$ cat src/rtl/ctrl_pkg.sv
// ctrl_pkg: shared definitions for the multi-cycle controller.
//   - opcode constants for the non-ALU instructions
//   - FSM state encoding (3 bits)
//   - PC source select encodings
//   - branch offset sign-extension helper (4-bit offset to PC width)
package ctrl_pkg;

   localparam int unsigned IAW = 9;

   localparam logic [3:0] OP_LD   = 4'h8;
   localparam logic [3:0] OP_ST   = 4'h9;
   localparam logic [3:0] OP_BEQ  = 4'hA;
   localparam logic [3:0] OP_JMP  = 4'hB;
   localparam logic [3:0] OP_HALT = 4'hF;

   localparam logic [1:0] PCS_INC = 2'd0;
   localparam logic [1:0] PCS_BR  = 2'd1;
   localparam logic [1:0] PCS_JMP = 2'd2;

   typedef enum logic [2:0] {
      S_FETCH  = 3'd0,
      S_DECODE = 3'd1,
      S_EXEC   = 3'd2,
      S_MEM    = 3'd3,
      S_WB     = 3'd4,
      S_HALT   = 3'd5
   } state_t;

   function automatic logic [IAW-1:0] sext_off(input logic [3:0] off);
      return {{(IAW-4){off[3]}}, off};
   endfunction

endpackage

$ cat src/rtl/ctrl_decode.sv
// ctrl_decode: combinational output decode of (state, ir_q, zero).
// Ports:
//   rst      in   forces all strobes/selects to defaults (aborts current instr)
//   state    in   current FSM state
//   ir_q     in   latched instruction register
//   zero     in   ALU zero flag (used only for BEQ in EXEC)
//   pc_en, pc_sel, ra_adr, rb_adr, rc_adr, wen, wb_sel, aluc,
//   rwb, dadd_sel, halted   out   datapath controls
module ctrl_decode
   import ctrl_pkg::*;
#(
   parameter logic [2:0] ALU_SUB = 3'd1
) (
   input  logic        rst,
   input  state_t      state,
   input  logic [15:0] ir_q,
   input  logic        zero,
   output logic        pc_en,
   output logic [1:0]  pc_sel,
   output logic [3:0]  ra_adr,
   output logic [3:0]  rb_adr,
   output logic [3:0]  rc_adr,
   output logic        wen,
   output logic        wb_sel,
   output logic [2:0]  aluc,
   output logic        rwb,
   output logic        dadd_sel,
   output logic        halted
);

   logic [3:0] w_op;
   assign w_op = ir_q[15:12];

   always_comb begin
      pc_en    = 1'b0;
      pc_sel   = PCS_INC;
      wen      = 1'b0;
      wb_sel   = 1'b0;
      aluc     = '0;
      rwb      = 1'b1;
      dadd_sel = 1'b0;
      halted   = 1'b0;
      ra_adr   = ir_q[7:4];
      rb_adr   = ir_q[3:0];
      rc_adr   = ir_q[11:8];
      // rst gates the strobes combinationally so an aborted instruction
      // produces no side effects in the reset cycle itself.
      if (!rst) begin
         case (state)
            S_DECODE: begin
               if (w_op == OP_JMP) begin
                  pc_en  = 1'b1;
                  pc_sel = PCS_JMP;
               end else if (w_op[3] && w_op != OP_LD && w_op != OP_ST &&
                            w_op != OP_BEQ && w_op != OP_HALT) begin
                  pc_en  = 1'b1;
               end
            end
            S_EXEC: begin
               if (w_op == OP_BEQ) begin
                  aluc   = ALU_SUB;
                  pc_en  = 1'b1;
                  pc_sel = zero ? PCS_BR : PCS_INC;
               end else begin
                  aluc   = w_op[2:0];
               end
            end
            S_MEM: begin
               dadd_sel = 1'b1;
               if (w_op == OP_ST) begin
                  rwb   = 1'b0;
                  pc_en = 1'b1;
               end
            end
            S_WB: begin
               wen   = 1'b1;
               pc_en = 1'b1;
               if (w_op == OP_LD) wb_sel = 1'b1;
               else               aluc   = w_op[2:0];
            end
            S_HALT: halted = 1'b1;
            default: ;
         endcase
      end
   end

endmodule

$ cat src/rtl/ctrl_fsm.sv
// ctrl_fsm: multi-cycle controller for the 16-bit processor.
// Holds the state register, instruction register and next-state logic;
// output decode lives in ctrl_decode.
// Ports:
//   clk, rst        clock, synchronous active-high reset
//   instr  [DW]     instruction word from instruction memory
//   zero            ALU zero flag
//   ir_q   [DW]     latched instruction register
//   pc_en, pc_sel   PC load strobe and source select
//   ra/rb/rc_adr    register file addresses
//   wen, wb_sel     register write enable and writeback source
//   aluc            ALU operation
//   rwb, dadd_sel   data memory read/write and address source
//   halted          high while in HALT
module ctrl_fsm
   import ctrl_pkg::*;
#(
   parameter int unsigned DW      = 16,
   parameter logic [2:0]  ALU_SUB = 3'd1
) (
   input  logic          clk,
   input  logic          rst,
   input  logic [DW-1:0] instr,
   input  logic          zero,
   output logic [DW-1:0] ir_q,
   output logic          pc_en,
   output logic [1:0]    pc_sel,
   output logic [3:0]    ra_adr,
   output logic [3:0]    rb_adr,
   output logic [3:0]    rc_adr,
   output logic          wen,
   output logic          wb_sel,
   output logic [2:0]    aluc,
   output logic          rwb,
   output logic          dadd_sel,
   output logic          halted
);

   state_t          r_state;
   state_t          w_next;
   logic [DW-1:0]   r_ir;
   logic [3:0]      w_op;

   assign ir_q = r_ir;
   assign w_op = r_ir[DW-1 -: 4];

   always_ff @(posedge clk) begin
      if (rst) begin
         r_state <= S_FETCH;
         r_ir    <= '0;
      end else begin
         r_state <= w_next;
         if (r_state == S_FETCH) r_ir <= instr;
      end
   end

   always_comb begin
      w_next = S_FETCH;
      case (r_state)
         S_FETCH:  w_next = S_DECODE;
         S_DECODE: begin
            if (!w_op[3] || w_op == OP_BEQ)         w_next = S_EXEC;
            else if (w_op == OP_LD || w_op == OP_ST) w_next = S_MEM;
            else if (w_op == OP_HALT)                w_next = S_HALT;
            else                                     w_next = S_FETCH;
         end
         S_EXEC:   w_next = (w_op == OP_BEQ) ? S_FETCH : S_WB;
         S_MEM:    w_next = (w_op == OP_LD) ? S_WB : S_FETCH;
         S_WB:     w_next = S_FETCH;
         S_HALT:   w_next = S_HALT;
         default:  w_next = S_FETCH;
      endcase
   end

   ctrl_decode #(
      .ALU_SUB (ALU_SUB)
   ) u_decode (
      .rst      (rst),
      .state    (r_state),
      .ir_q     (r_ir[15:0]),
      .zero     (zero),
      .pc_en    (pc_en),
      .pc_sel   (pc_sel),
      .ra_adr   (ra_adr),
      .rb_adr   (rb_adr),
      .rc_adr   (rc_adr),
      .wen      (wen),
      .wb_sel   (wb_sel),
      .aluc     (aluc),
      .rwb      (rwb),
      .dadd_sel (dadd_sel),
      .halted   (halted)
   );

endmodule
$ cat config.mk
export PLATFORM = sky130hd
export DESIGN_NAME = ctrl_fsm
export DESIGN_NICKNAME = d
export VERILOG_FILES = /design/src/rtl/ctrl_pkg.sv /design/src/rtl/ctrl_decode.sv /design/src/rtl/ctrl_fsm.sv
export SDC_FILE = /design/constraint.sdc
export NUM_CORES = 1
export LEC_CHECK = 0
export ABC_AREA = 1
export BUFFER_PORTS_ARGS = -buffer_cell sky130_fd_sc_hd__buf_2
export CAP_MARGIN = 20
export CELL_PAD_IN_SITES_DETAIL_PLACEMENT = 0
export CELL_PAD_IN_SITES_GLOBAL_PLACEMENT = 1
export CORE_ASPECT_RATIO = 2
export CORE_MARGIN = 2
export CORE_UTILIZATION = 31
export CTS_CLUSTER_DIAMETER = 150
export DETAILED_ROUTE_END_ITERATION = 8
export GPL_ROUTABILITY_DRIVEN = 1
export PLACE_DENSITY = 0.9
export SKIP_LAST_GASP = 1
export SYNTH_ARGS = -nofsm -noshare
export SYNTH_HDL_FRONTEND = slang
export SYNTH_HIERARCHICAL = 1
export SYNTH_SLANG_ARGS = --single-unit
$ cat constraint.sdc
create_clock -name clk -period 1.95 [get_ports clk]
set_clock_uncertainty 0.15 [all_clocks]
set_input_delay 0.0975 -clock clk [delete_from_list [all_inputs] [get_ports clk]]
set_output_delay 0.0975 -clock clk [all_outputs]
set_load 0.05 [all_outputs]
; Yosys cells after proc, flatten, opt, wreduce, memory -nomap -nowiden
; Index checks and enable logic that the tools add are counted.
[word_totals]
register_bits = 19
inputBits = 19
wordCells = 57
[classes]
eq_ne = 14
muxes = 33
reduce_logical = 8
[ops]
columns = cell, n
row1 = $mux 3, 8
row2 = $eq 4x4->1 const B, 5
row3 = $mux 1, 18
row4 = $ne 4x4->1 const B, 4
row5 = $pmux 3 s5, 1
row6 = $eq 3x2->1 const B, 2
row7 = $eq 3x3->1 const B, 2
row8 = $mux 2, 3
row9 = $pmux 3 s2, 1
row10 = $logic_and 1x1->1, 4
row11 = $pmux 1 s4, 1
row12 = $pmux 2 s2, 1
row13 = $eq 3x1->1 const B, 1
row14 = $logic_not 3->1, 1
row15 = $logic_or 1x1->1, 2
row16 = $logic_not 1->1, 1

; Logic depth before layout (Yosys ltp)
[depth]
ltp_word = 9
mapped_depth = 7
depth_no_buf = 7

; Cells and area by module
; Netlist, hierarchy kept.
[by_module_without_submodules]
columns = mod, instances, cells_each, area_each_um2
row1 = ctrl_fsm, 1, 108, 768.2
row2 = ctrl_decode, 1, 55, 294.0

; Worst setup path before layout
; No wires, ideal clock.
[synth_path]
path_type = flip-flop to output port
start = reg r_ir[12] (netlist: ir_q[12])
end = out pc_sel[1]
t_arrival_ns = 2.433
required_time_ns = 1.702
slack_ns = -0.731
stages_incl_launch_ff = 3
cell_sequence = dfxtp_1 nand2_1 nor4_1
[synth_via]
elab_chain_cells = 4
[synth_rtl]
columns = element, line
row1 = from (decl), ctrl_fsm.sv:41  ; logic [DW-1:0] r_ir;
row2 = from (signal assigned), ctrl_fsm.sv:53  ; if (r_state == S_FETCH) r_ir <= instr;
row3 = $eq 4x4->1, ctrl_decode.sv:51  ; if (w_op == OP_JMP) begin
row4 = $mux 2, ctrl_decode.sv:51
row5 = $pmux 2 s2, ctrl_decode.sv:49  ; case (state)
row6 = $mux 2, ctrl_decode.sv:48  ; if (!rst) begin
row7 = to (decl), ctrl_fsm.sv:27  ; output logic [1:0] pc_sel,
; No other way between the ends.

; Worst setup path after layout
[layout_path]
start = reg r_ir[12] (netlist: ir_q[12])
end = out pc_en
[layout_via]
elab_chain_cells = 9
word_cells_on_any_way = 17
[layout_rtl]
columns = element, line
row1 = $ne 4x4->1, ctrl_decode.sv:54  ; end else if (w_op[3] && w_op != OP_LD && w_op != OP_ST &&
row2 = $logic_and 1x1->1 (3 in a row), ctrl_decode.sv:54
row3 = $logic_and 1x1->1, ctrl_decode.sv:55  ; w_op != OP_BEQ && w_op != OP_HALT) begin
row4 = $mux 1, ctrl_decode.sv:54
row5 = $mux 1, ctrl_decode.sv:51
row6 = $pmux 1 s4 (*), ctrl_decode.sv:49
row7 = $mux 1 (*), ctrl_decode.sv:48
row8 = to (decl), ctrl_fsm.sv:26  ; output logic pc_en,
; Every way passes the cells marked *; elsewhere a longest branch is shown, timed or not.

==> flow_summary.toml <==
[status]
outcome = "finished, final reports clean"

[critical_path]
max_stage_delay_ns = 0.48
crit_path_cell_trace = "inv_1 -> nand2_1 -> nor2_1 -> nand2_1 -> nand2_1 -> nor2_1 -> nor2_2 -> buf_2"
crit_type = "reg2out"
cp_top_family = "simple AND/OR/NAND/NOR gates"
worst-path-max-fanout = 9
endpoint_kind = "output port"
required_ns = 1.70
path_buf_inv = 2
critPathSlowestCell = "sky130_fd_sc_hd__dfxtp_1"
worst_setup_path_start_kind = "flip-flop"
cp_common_cell = "sky130_fd_sc_hd__nand2_1"
arrival_ns = 1.59

[global_route]
first_pass_grt_wire_length_um = 4630
grt_start_max_net_pins = 18
grt_overflow_total = 0
globalRouteTotalUtil_pct = 15.9
grt_antenna_before_repair = 0
via_count_of_the_first_global_routing_pass = 1087

[cts]
clock_tree.buffer_depth = 2
clock_tree.htree_level_count = 1
post-cts-setup-buffers = 0
tritoncts = "done"
clkSlewWorstSetupHoldPaths_ns = 0.07
insertion_delay_ns = 0.26
cts_buffers = 3
clock_sink_count = 19
clock-root-buffer = "sky130_fd_sc_hd__clkbuf_8"

[detailed_routing]
initialDrtViolationCount = 17
final_antenna_net_count = 0
avg_vias_per_cell = 4.58
drt_first_pass_iters = 4
detail_route.wl_per_cell_um = 11.2
detail_route.wirelength_um = 2890
routed-via-count = 1187
detail_route.drc_violations = 0

[synthesis]
netlist_top_cells_area = "sky130_fd_sc_hd__dfxtp_1, sky130_fd_sc_hd__nor2_1, sky130_fd_sc_hd__nand2_1, sky130_fd_sc_hd__buf_4, sky130_fd_sc_hd__o21ai_0"
ys.warnings.count = 6
fraction_of_the_mapped_netlist_area_in_compound_gates_pct = 9.89
synth_top_area_share_pct = 35.8
proportion_of_synthesized_chip_area_in_sequential_cells_pct = 35.8
syn-mean-instance-area_um2 = 6.52
post_synth_fa_ha_maj_area_fraction_pct = 0
synthCells = 163
yosysTopAreaCell = "sky130_fd_sc_hd__dfxtp_1"
synth_simple_gate_area_share_pct = 35.7
mappedNetlistArea_um2 = 1060
syn-num-nets = 182
ys_ff_latch = 19
synth_xor_xnor_area_share_pct = 0
synth.distinct_cells = 21
synthMuxAreaShare_pct = 0
largest_family_of_logic_cells_by_synthesized_area = "simple AND/OR/NAND/NOR gates"

[sta]
setup_violations = 0
period_needed_ns = 1.84
timing.final.crit_share_pct = 94.1
max_slew_margin_pct = 66.3
rsz_0062_raised_after_global_routing = "yes"
fmax_ghz = 0.545
worstMarginPinSlew_ns = 0.505
timing.final.hold_violations = 0
timing.final.max_slew_violations = 0
fin_ws_ns = 0.115

[power]
leakagePower_nw = 0.819
ir_drop_mv = 0.670
power_per_cell_area_nw_per_um2 = 1120

[die]
floorplan.die_area_um2 = 3940
coreArea_um2 = 3340
die_h_um = 86.8
boundaryPins = 58
initial_core_util_pct = 31.8
die_w_um = 45.4
rows = 30

[job]
cap_violations = 0

[final_layout]
insertedDiodeCount = 0
final_net_count = 247
areaGrowthSynthToFinish_pct = 44.8
drive_above_1_share_pct = 35.7
final_core_util_pct = 46.0

[place]
dp_slack_ns = 0.315
port_buffers = 57
place_hpwl_um = 2100
gp_congestion = 0.733

[hold_path]
timing.hold.worst.class = "in2reg"
[sequential cells by signal, summed over array words and instances, names as in the netlist]
register and flops:
ir_q 16, r_state 3
[cell usage in the layout (no fill, tap or decap)]
cell type / Yosys / routed
sky130_fd_sc_hd__clkbuf_8: 0 / 3
sky130_fd_sc_hd__buf_4: 12 / 4
sky130_fd_sc_hd__dlygate4sd3_1: 0 / 16
sky130_fd_sc_hd__nand2_1: 27 / 27
sky130_fd_sc_hd__dfxtp_2: 0 / 2
sky130_fd_sc_hd__dfxtp_1: 19 / 17
sky130_fd_sc_hd__nor2_1: 46 / 44
sky130_fd_sc_hd__o21ai_1: 3 / 3
sky130_fd_sc_hd__nor4_2: 0 / 3
sky130_fd_sc_hd__clkbuf_4: 0 / 1
sky130_fd_sc_hd__a21oi_2: 0 / 1
sky130_fd_sc_hd__nor2_2: 0 / 2
sky130_fd_sc_hd__o21ai_0: 14 / 14
sky130_fd_sc_hd__inv_6: 1 / 1
sky130_fd_sc_hd__clkinv_2: 0 / 1
sky130_fd_sc_hd__nand3_1: 7 / 7
sky130_fd_sc_hd__a21oi_1: 4 / 3
sky130_fd_sc_hd__nor3b_4: 0 / 1
sky130_fd_sc_hd__inv_1: 13 / 13
sky130_fd_sc_hd__buf_2: 1 / 55
sky130_fd_sc_hd__nor2_4: 1 / 1
sky130_fd_sc_hd__nand4_1: 1 / 1
sky130_fd_sc_hd__nor3_2: 2 / 2
sky130_fd_sc_hd__inv_2: 4 / 4
sky130_fd_sc_hd__and3_1: 1 / 1
[final cells by class]
class | count | area [um2]
repair buffers | 76 | 473
fillers | 372 | 1800
clock inverters | 1 | 5.00
multi-input cells | 110 | 523
flip-flops and latches | 19 | 383
well taps | 32 | 40.0
inverters | 18 | 72.6
clock buffers | 3 | 41.3
[worst register-to-register path, stage by stage (launching register included)]
cell,delay (ns)
sky130_fd_sc_hd__dfxtp_1,0.51
sky130_fd_sc_hd__inv_2,0.06
sky130_fd_sc_hd__nand2_1,0.39
sky130_fd_sc_hd__buf_4,0.23
sky130_fd_sc_hd__o21ai_0,0.09
sky130_fd_sc_hd__nor2_1,0.10
[power breakdown]
part           switching, mW  total (mW)  internal (mW)
sequential            0.0813       0.547          0.466
clock                  0.136       0.278          0.142
combinational          0.680       0.900          0.219
total                  0.898        1.73          0.827
[metrics by stage]
stage          setup TNS (ns)  instances  hold WS (ns)  cell area (um2)  power (mW)
6_report                    0        259        0.0505             1540        1.73
5_1_grt               -0.0599        259        0.0642             1540        1.83
3_3_place_gp                0        239         0.182             1320        1.43
2_1_floorplan          -0.176        163        0.0166             1100        1.32
3_5_place_dp                0        239         0.190             1320        1.43
4_1_cts                     0        259        0.0491             1530        1.74
[Yosys cell counts (all sizes together)]
library cell  instances
a21oi                 4
and3                  1
buf                  15
clkbuf                1
dfxtp                19
inv                  18
nand2                27
nand3                 7
nand4                 1
nor2                 47
nor3                  2
nor3b                 1
nor4                  3
o21ai                17
[per-layer routing]
layer	wire length (um)	up-vias	share of wire, %	GRT usage [%]
met5	0	-	0	0
met4	72	0	2.5	8.02
met2	1690	35	58	30.6
met3	92	5	3.2	1.25
li1	-	627	-	-
met1	1040	520	36	15.4
[final timing paths]
check	from	endpoint	slack, ns	depth (start not counted)
setup / recovery	ir_q[12]	pc_en	0.11	8
hold / removal	rst	r_state[2]	0.05	2
setup reg to reg	r_state[0]	ir_q[11]	0.36	5
hold reg to reg	ir_q[8]	ir_q[8]	0.35	2
[cell families after synthesis]
kind of cell,Yosys count
buffers and inverters,34
DFF,19
AOI/OAI and AO/OA,21
and+or+nand+nor,89
[what timing repair did]
item,in CTS,in global routing
endpoints found under the setup margin,0,6
gates resized for setup,0,5
endpoints found under the hold margin,16,0
hold buffers,16,0
Power figures use the tool's default switching activity.
